## config.mk

```make
export PLATFORM = sky130hd
export DESIGN_NAME = prog_loader
export DESIGN_NICKNAME = d
export VERILOG_FILES = /design/src/rtl/prog_loader_pkg.sv /design/src/rtl/prog_loader_timeout.sv /design/src/rtl/prog_loader.sv
export SDC_FILE = /design/constraint.sdc
export NUM_CORES = 1
export LEC_CHECK = 0
export ABC_AREA = 1
export CAP_MARGIN = 20
export CORE_ASPECT_RATIO = 1.25
export CORE_MARGIN = 3
export CORE_UTILIZATION = 45
export CTS_CLUSTER_DIAMETER = 80
export CTS_CLUSTER_SIZE = 12
export DETAILED_ROUTE_END_ITERATION = 12
export PLACE_DENSITY = 0.65
export SLEW_MARGIN = 0
export SYNTH_ARGS = -nofsm -noshare
export SYNTH_HDL_FRONTEND = slang
export SYNTH_SLANG_ARGS = --single-unit
```

## constraint.sdc

```tcl
create_clock -name clock -period 3.15 [get_ports clock]
set_input_delay 0.4725 -clock clock [delete_from_list [all_inputs] [get_ports clock]]
set_output_delay 0.4725 -clock clock [all_outputs]
set_load 0.02 [all_outputs]
```

## src/rtl/prog_loader_pkg.sv

```systemverilog
// Shared types and constants for the UART program loader.
// Frame: MAGIC, LEN_HI, LEN_LO, N big-endian 32-bit words, XOR checksum byte.
package prog_loader_pkg;

  typedef enum logic [2:0] {
    StIdle,
    StMagic,
    StLenHi,
    StLenLo,
    StData,
    StCheck,
    StDone,
    StErr
  } state_t;

  localparam logic [7:0] MAGIC = 8'h5A;
  localparam int unsigned TIMEOUT_CYC_DEFAULT = 5_000_000;

endpackage

```

## src/rtl/prog_loader_timeout.sv

```systemverilog
// Reloadable inter-byte timeout counter.
// Asserts expired once TIMEOUT_CYC enabled cycles have passed since the last clear.
module prog_loader_timeout
  import prog_loader_pkg::*;
#(
  parameter int unsigned TIMEOUT_CYC = TIMEOUT_CYC_DEFAULT
) (
  input  logic clock,
  input  logic reset,
  input  logic clear,
  input  logic enable,
  output logic expired
);

  localparam int unsigned CW = $clog2(TIMEOUT_CYC + 1);

  logic [CW-1:0] cnt_q;

  // Loading TIMEOUT_CYC-1 makes the expiry fall on the TIMEOUT_CYC-th idle cycle.
  always_ff @(posedge clock) begin
    if (reset) begin
      cnt_q <= '0;
    end else if (clear) begin
      cnt_q <= CW'(TIMEOUT_CYC - 1);
    end else if (enable && cnt_q != '0) begin
      cnt_q <= cnt_q - CW'(1);
    end
  end

  assign expired = enable && !clear && (cnt_q == '0);

endmodule

```

## src/rtl/prog_loader.sv

```systemverilog
// UART program loader: parses a framed byte stream into program-memory writes
// while holding the CPU, and reports done/error once the checksum is known.
module prog_loader
  import prog_loader_pkg::*;
#(
  parameter int unsigned ADDR_W      = 14,
  parameter int unsigned TIMEOUT_CYC = TIMEOUT_CYC_DEFAULT
) (
  input  logic              clock,
  input  logic              reset,
  input  logic              start,
  input  logic              rx_valid,
  input  logic [7:0]        rx_data,
  output logic              wr_en,
  output logic [ADDR_W-1:0] wr_addr,
  output logic [31:0]       wr_data,
  output logic              cpu_hold,
  output logic              done,
  output logic              error
);

  state_t            state_q, state_d;
  logic [15:0]       len_q, len_d, len_next;
  logic [ADDR_W:0]   word_q, word_d;
  logic [1:0]        byte_q, byte_d;
  logic [31:0]       asm_q, asm_d, asm_next;
  logic [7:0]        chk_q, chk_d;
  logic              wr_en_q, wr_en_d;
  logic [ADDR_W-1:0] wr_addr_q, wr_addr_d;
  logic [31:0]       wr_data_q, wr_data_d;
  logic              hold_q, hold_d;
  logic              done_q, done_d;
  logic              error_q, error_d;
  logic              timed, expired, len_bad;

  assign timed    = state_q inside {StLenHi, StLenLo, StData, StCheck};
  assign len_next = {len_q[15:8], rx_data};
  assign asm_next = {asm_q[23:0], rx_data};
  // N may equal the full memory size, hence the ADDR_W+1-bit word counter.
  assign len_bad  = (len_next == 16'd0) || ({16'd0, len_next} > (32'd1 << ADDR_W));

  prog_loader_timeout #(
    .TIMEOUT_CYC(TIMEOUT_CYC)
  ) u_timeout (
    .clock  (clock),
    .reset  (reset),
    .clear  (rx_valid || !timed),
    .enable (timed),
    .expired(expired)
  );

  always_comb begin
    state_d   = state_q;
    len_d     = len_q;
    word_d    = word_q;
    byte_d    = byte_q;
    asm_d     = asm_q;
    chk_d     = chk_q;
    wr_en_d   = 1'b0;
    wr_addr_d = wr_addr_q;
    wr_data_d = wr_data_q;
    done_d    = done_q;
    error_d   = error_q;

    case (state_q)
      StIdle: begin
        if (start) begin
          state_d = StMagic;
          done_d  = 1'b0;
          error_d = 1'b0;
        end
      end
      StMagic: begin
        if (rx_valid && rx_data == MAGIC) state_d = StLenHi;
      end
      StLenHi: begin
        if (rx_valid) begin
          len_d[15:8] = rx_data;
          state_d     = StLenLo;
        end
      end
      StLenLo: begin
        if (rx_valid) begin
          len_d   = len_next;
          word_d  = '0;
          byte_d  = '0;
          asm_d   = '0;
          chk_d   = '0;
          state_d = len_bad ? StErr : StData;
        end
      end
      StData: begin
        if (rx_valid) begin
          asm_d  = asm_next;
          chk_d  = chk_q ^ rx_data;
          byte_d = byte_q + 2'd1;
          if (byte_q == 2'd3) begin
            wr_en_d   = 1'b1;
            wr_addr_d = word_q[ADDR_W-1:0];
            wr_data_d = asm_next;
            word_d    = word_q + (ADDR_W + 1)'(1);
            if (32'(word_q) + 32'd1 == {16'd0, len_q}) state_d = StCheck;
          end
        end
      end
      StCheck: begin
        if (rx_valid) state_d = (rx_data == chk_q) ? StDone : StErr;
      end
      StDone, StErr: begin
        if (!start) state_d = StIdle;
      end
      default: state_d = StIdle;
    endcase

    if (expired) state_d = StErr;
    if (state_q != StDone && state_d == StDone) done_d = 1'b1;
    if (state_q != StErr && state_d == StErr) error_d = 1'b1;

    hold_d = state_d inside {StMagic, StLenHi, StLenLo, StData, StCheck, StErr};
  end

  always_ff @(posedge clock) begin
    if (reset) begin
      state_q   <= StIdle;
      len_q     <= '0;
      word_q    <= '0;
      byte_q    <= '0;
      asm_q     <= '0;
      chk_q     <= '0;
      wr_en_q   <= 1'b0;
      wr_addr_q <= '0;
      wr_data_q <= '0;
      hold_q    <= 1'b0;
      done_q    <= 1'b0;
      error_q   <= 1'b0;
    end else begin
      state_q   <= state_d;
      len_q     <= len_d;
      word_q    <= word_d;
      byte_q    <= byte_d;
      asm_q     <= asm_d;
      chk_q     <= chk_d;
      wr_en_q   <= wr_en_d;
      wr_addr_q <= wr_addr_d;
      wr_data_q <= wr_data_d;
      hold_q    <= hold_d;
      done_q    <= done_d;
      error_q   <= error_d;
    end
  end

  assign wr_en    = wr_en_q;
  assign wr_addr  = wr_addr_q;
  assign wr_data  = wr_data_q;
  assign cpu_hold = hold_q;
  assign done     = done_q;
  assign error    = error_q;

endmodule

```

==> results.cfg <==
[clocking]
ctsHoldBuffers = 0
clock_sinks = 141
clkLatencyLatePin_ns = 0.42
cts_tree = yes
cts_resized = 0
clkTransAtPathRegs_ns = 0.06
clockBufferDepth = 2
numCtsBuffers = 17
cts_setup_buffers = 0
root_buffer = clkbuf_16
ctsHtreeMaxLevel = 4

[route]
routedWlPerCell_microns = 14.1
route.detailed.drc = 0
dr.pass1.iters = 5
dr.first_iter.drc_count = 280
viasPerCell = 5.16
wirelength_microns = 16200
final_antenna_net_count = 0
vias = 5923

[synth]
synth-async-reset-ratio_pct = 0
synth_edf_count = 0
netlist_area_sq_um = 6480
syn_nets = 923
synth.yosys.warnings = 0
postSynthAreaPerCell_sq_um = 7.14
synthFlopType = dfxtp_1
ys_ff_latch = 141
ys_types = 45
synth_area_leaders = dfxtp_1 44%, nand2_1 13%, a21oi_1 8.3%
synth_top_area_cell = dfxtp_1
synth_top_area_share_pct = 43.5
yosysSeqAreaShare_pct = 43.5
synthCells = 908

[cells_and_area]
finish.instance_area_sq_um = 7820
syn_to_final_growth_pct = 20.6
drive_gt1_share_pct = 10.3
fin_nets = 975
antenna_cells = 0

[power_and_ir_drop]
irDropWorstVdd_v = 0.000372
power_density_nw_per_um2 = 503
leakagePower_nw = 3.01

[global_route]
grt_pass1_wl_microns = 27300
busiest_layer = met2
grt_use_met2_pct = 36.0
grt_overflow = 0
grt_usage_pct = 21.3
grt_use_met1_pct = 26.7
grt_max_degree = 67
antenna_found_initial = 0
grt_pass1_vias = 5604
met3_usage_pct = 4.62

[critical_path]
critPathRequiredTime_ns = 3.50
rr_endpoint = done$_SDFFE_PP0P_
arrival_ns = 2.45
rr_worst_depth = 11
startpoint_type = flip-flop
path_max_fanout = 7
cp_cell_sequence = nor2_2 > nand2_2 > nand2_2 > nor2_2 > a21oi_2 > nand2_1 > nand4_1 > nand2_1 > nor2_1 > nand4_1 > a21oi_1
slowest_stage = a21oi_2
criticalPathCategory = reg -> reg
crit_path_end_kind = flip-flop
slowest_delay_ns = 0.41
r2r-start = state_q[0]$_SDFF_PP0_
timing.reg2reg.setup_slack_ns = 1.05

[sta]
finalCritPeriodShare_pct = 66.7
rsz0062_at_grt = no
fin_skew_ns = 0.00634
tightest_slew_ns = 0.678
hold_ws_ns = 0.428
fmax_mhz = 476
fin_setup_tns_ns = 0
hold_violations = 0
slew_headroom_pct = 54.8
period_minus_slack_ns = 2.10
setup_viol = 0
drv_slew = 0

[run]
max_cap_violations = 0

[floorplanning]
die_h_microns = 140
initial_core_util_pct = 46.5
core-area_sq_um = 13900
die_x_microns = 113
die_area_sq_um = 15900
pin_count = 62
rows = 48

[place]
place_congestion = 0.848
post-dp-hpwl_microns = 11200
placed_area_sq_um = 7230
portBuffers = 61

[hold_path]
min-delay-start = reset
holdPathStages = 2
hp-class = in -> reg
min_to = chk_q[6]$_SDFFE_PP0P_

[run_status]
status = completed
-- worst max path at each step --
stage	from	end	slack (ns)
detailed placement	rx_valid	asm_q[22]$_SDFFE_PP0P_	0.68
global placement	rx_valid	word_q[0]$_SDFFE_PP0P_	0.73
global route	state_q[0]$_SDFF_PP0_	done$_SDFFE_PP0P_	0.79
finish	state_q[0]$_SDFF_PP0_	done$_SDFFE_PP0P_	1.05
floorplan	u_timeout.cnt_q[0]$_SDFFE_PP0P_	u_timeout.cnt_q[21]$_SDFFE_PP0P_	1.40
CTS	word_q[1]$_SDFFE_PP0P_	error$_SDFFE_PP0P_	1.04
-- routing by layer --
metal | up-vias | part of all wire, % | wire length (microns)
met3 | 25 | 4.8 | 768
li1 | 3077 | - | -
met5 | - | 0 | 0
met2 | 153 | 48 | 7750
met4 | 0 | 2.0 | 331
met1 | 2668 | 45 | 7320
-- power by group --
group / internal, mW / switching, mW
clock network: 1.21 / 0.783
registers: 1.79 / 0.0134
logic: 0.0434 / 0.0876
-- cell usage in the layout, fill, tap and decap left out, types with 3 or more instances in the layout --
cell | netlist | layout
clkinv_4 | 0 | 4
nor2_1 | 100 | 99
xnor2_1 | 4 | 4
inv_1 | 62 | 62
nand4_1 | 14 | 14
buf_4 | 1 | 9
nor2_2 | 11 | 11
clkinv_2 | 1 | 3
ha_1 | 3 | 3
clkbuf_16 | 0 | 17
inv_2 | 9 | 9
a21oi_1 | 108 | 108
nand2_1 | 229 | 229
clkdlybuf4s50_1 | 0 | 60
nor3_1 | 9 | 9
nand2_4 | 4 | 4
dfxtp_1 | 141 | 141
nor2_4 | 8 | 9
nand3_1 | 53 | 53
xor2_1 | 10 | 10
o21ai_0 | 57 | 57
a31oi_1 | 7 | 7
nand2_2 | 9 | 9
o21ai_1 | 5 | 5
-- worst max-delay path, delay by kind of cell, from the launching register on --
| kind | cells | cell delay, ns |
|---|---|---|
| and+or+nand+nor | 9 | 1.08 |
| AOI/OAI and AO/OA | 2 | 0.54 |
| DFF | 1 | 0.39 |
-- cell type report --
class                           count  area [sq um]
Sequential cell                   141          2820
Multi-Input combinational cell    656          3230
Clock buffer                       20           457
Fill cell                        1375          6110
Inverter                           74           282
Clock inverter                     12           138
Timing Repair Buffer               70           673
Tap cell                          175           219
-- stage by stage --
step	setup WS [ns]	cells	util (%)	power [mW]
floorplan	1.40	908	-	1.93
global placement	0.726	1116	51.9	1.98
detailed placement	0.680	1116	51.9	1.98
CTS	1.04	1148	56.1	3.97
global route	0.791	1148	56.1	4.08
finish	1.05	1148	56.1	3.94
-- sequential cells by signal, summed over array words and instances (netlist names) --
| register | count |
|---|---|
| done | 1 |
| asm_q | 24 |
| state_q | 3 |
| byte_q | 2 |
| wr_addr | 14 |
| wr_data | 32 |
| wr_en | 1 |
| cpu_hold | 1 |
| word_q | 15 |
| len_q | 16 |
| error | 1 |
| chk_q | 8 |
| u_timeout.cnt_q | 23 |
-- cells by family after synthesis --
family	Yosys count	share of synthesized area [%]
XOR/XNOR	15	2.24
AND/OR/NAND/NOR	452	31.8
AO/OA/AOI/OAI	186	15.0
flip-flops	141	43.5
buffers and inverters	111	6.77
adder cells (fa/ha/maj)	3	0.579
-- cells in the mapped netlist (7+ instances only) --
library cell / number
nand2_1: 229
dfxtp_1: 141
a21oi_1: 108
nor2_1: 100
inv_1: 62
o21ai_0: 57
nand3_1: 53
clkbuf_1: 23
nand4_1: 14
buf_2: 11
nor2_2: 11
xor2_1: 10
inv_2: 9
nand2_2: 9
nor3_1: 9
nor2_4: 8
a31oi_1: 7
No activity file was read; power rests on OpenSTA's default activity.
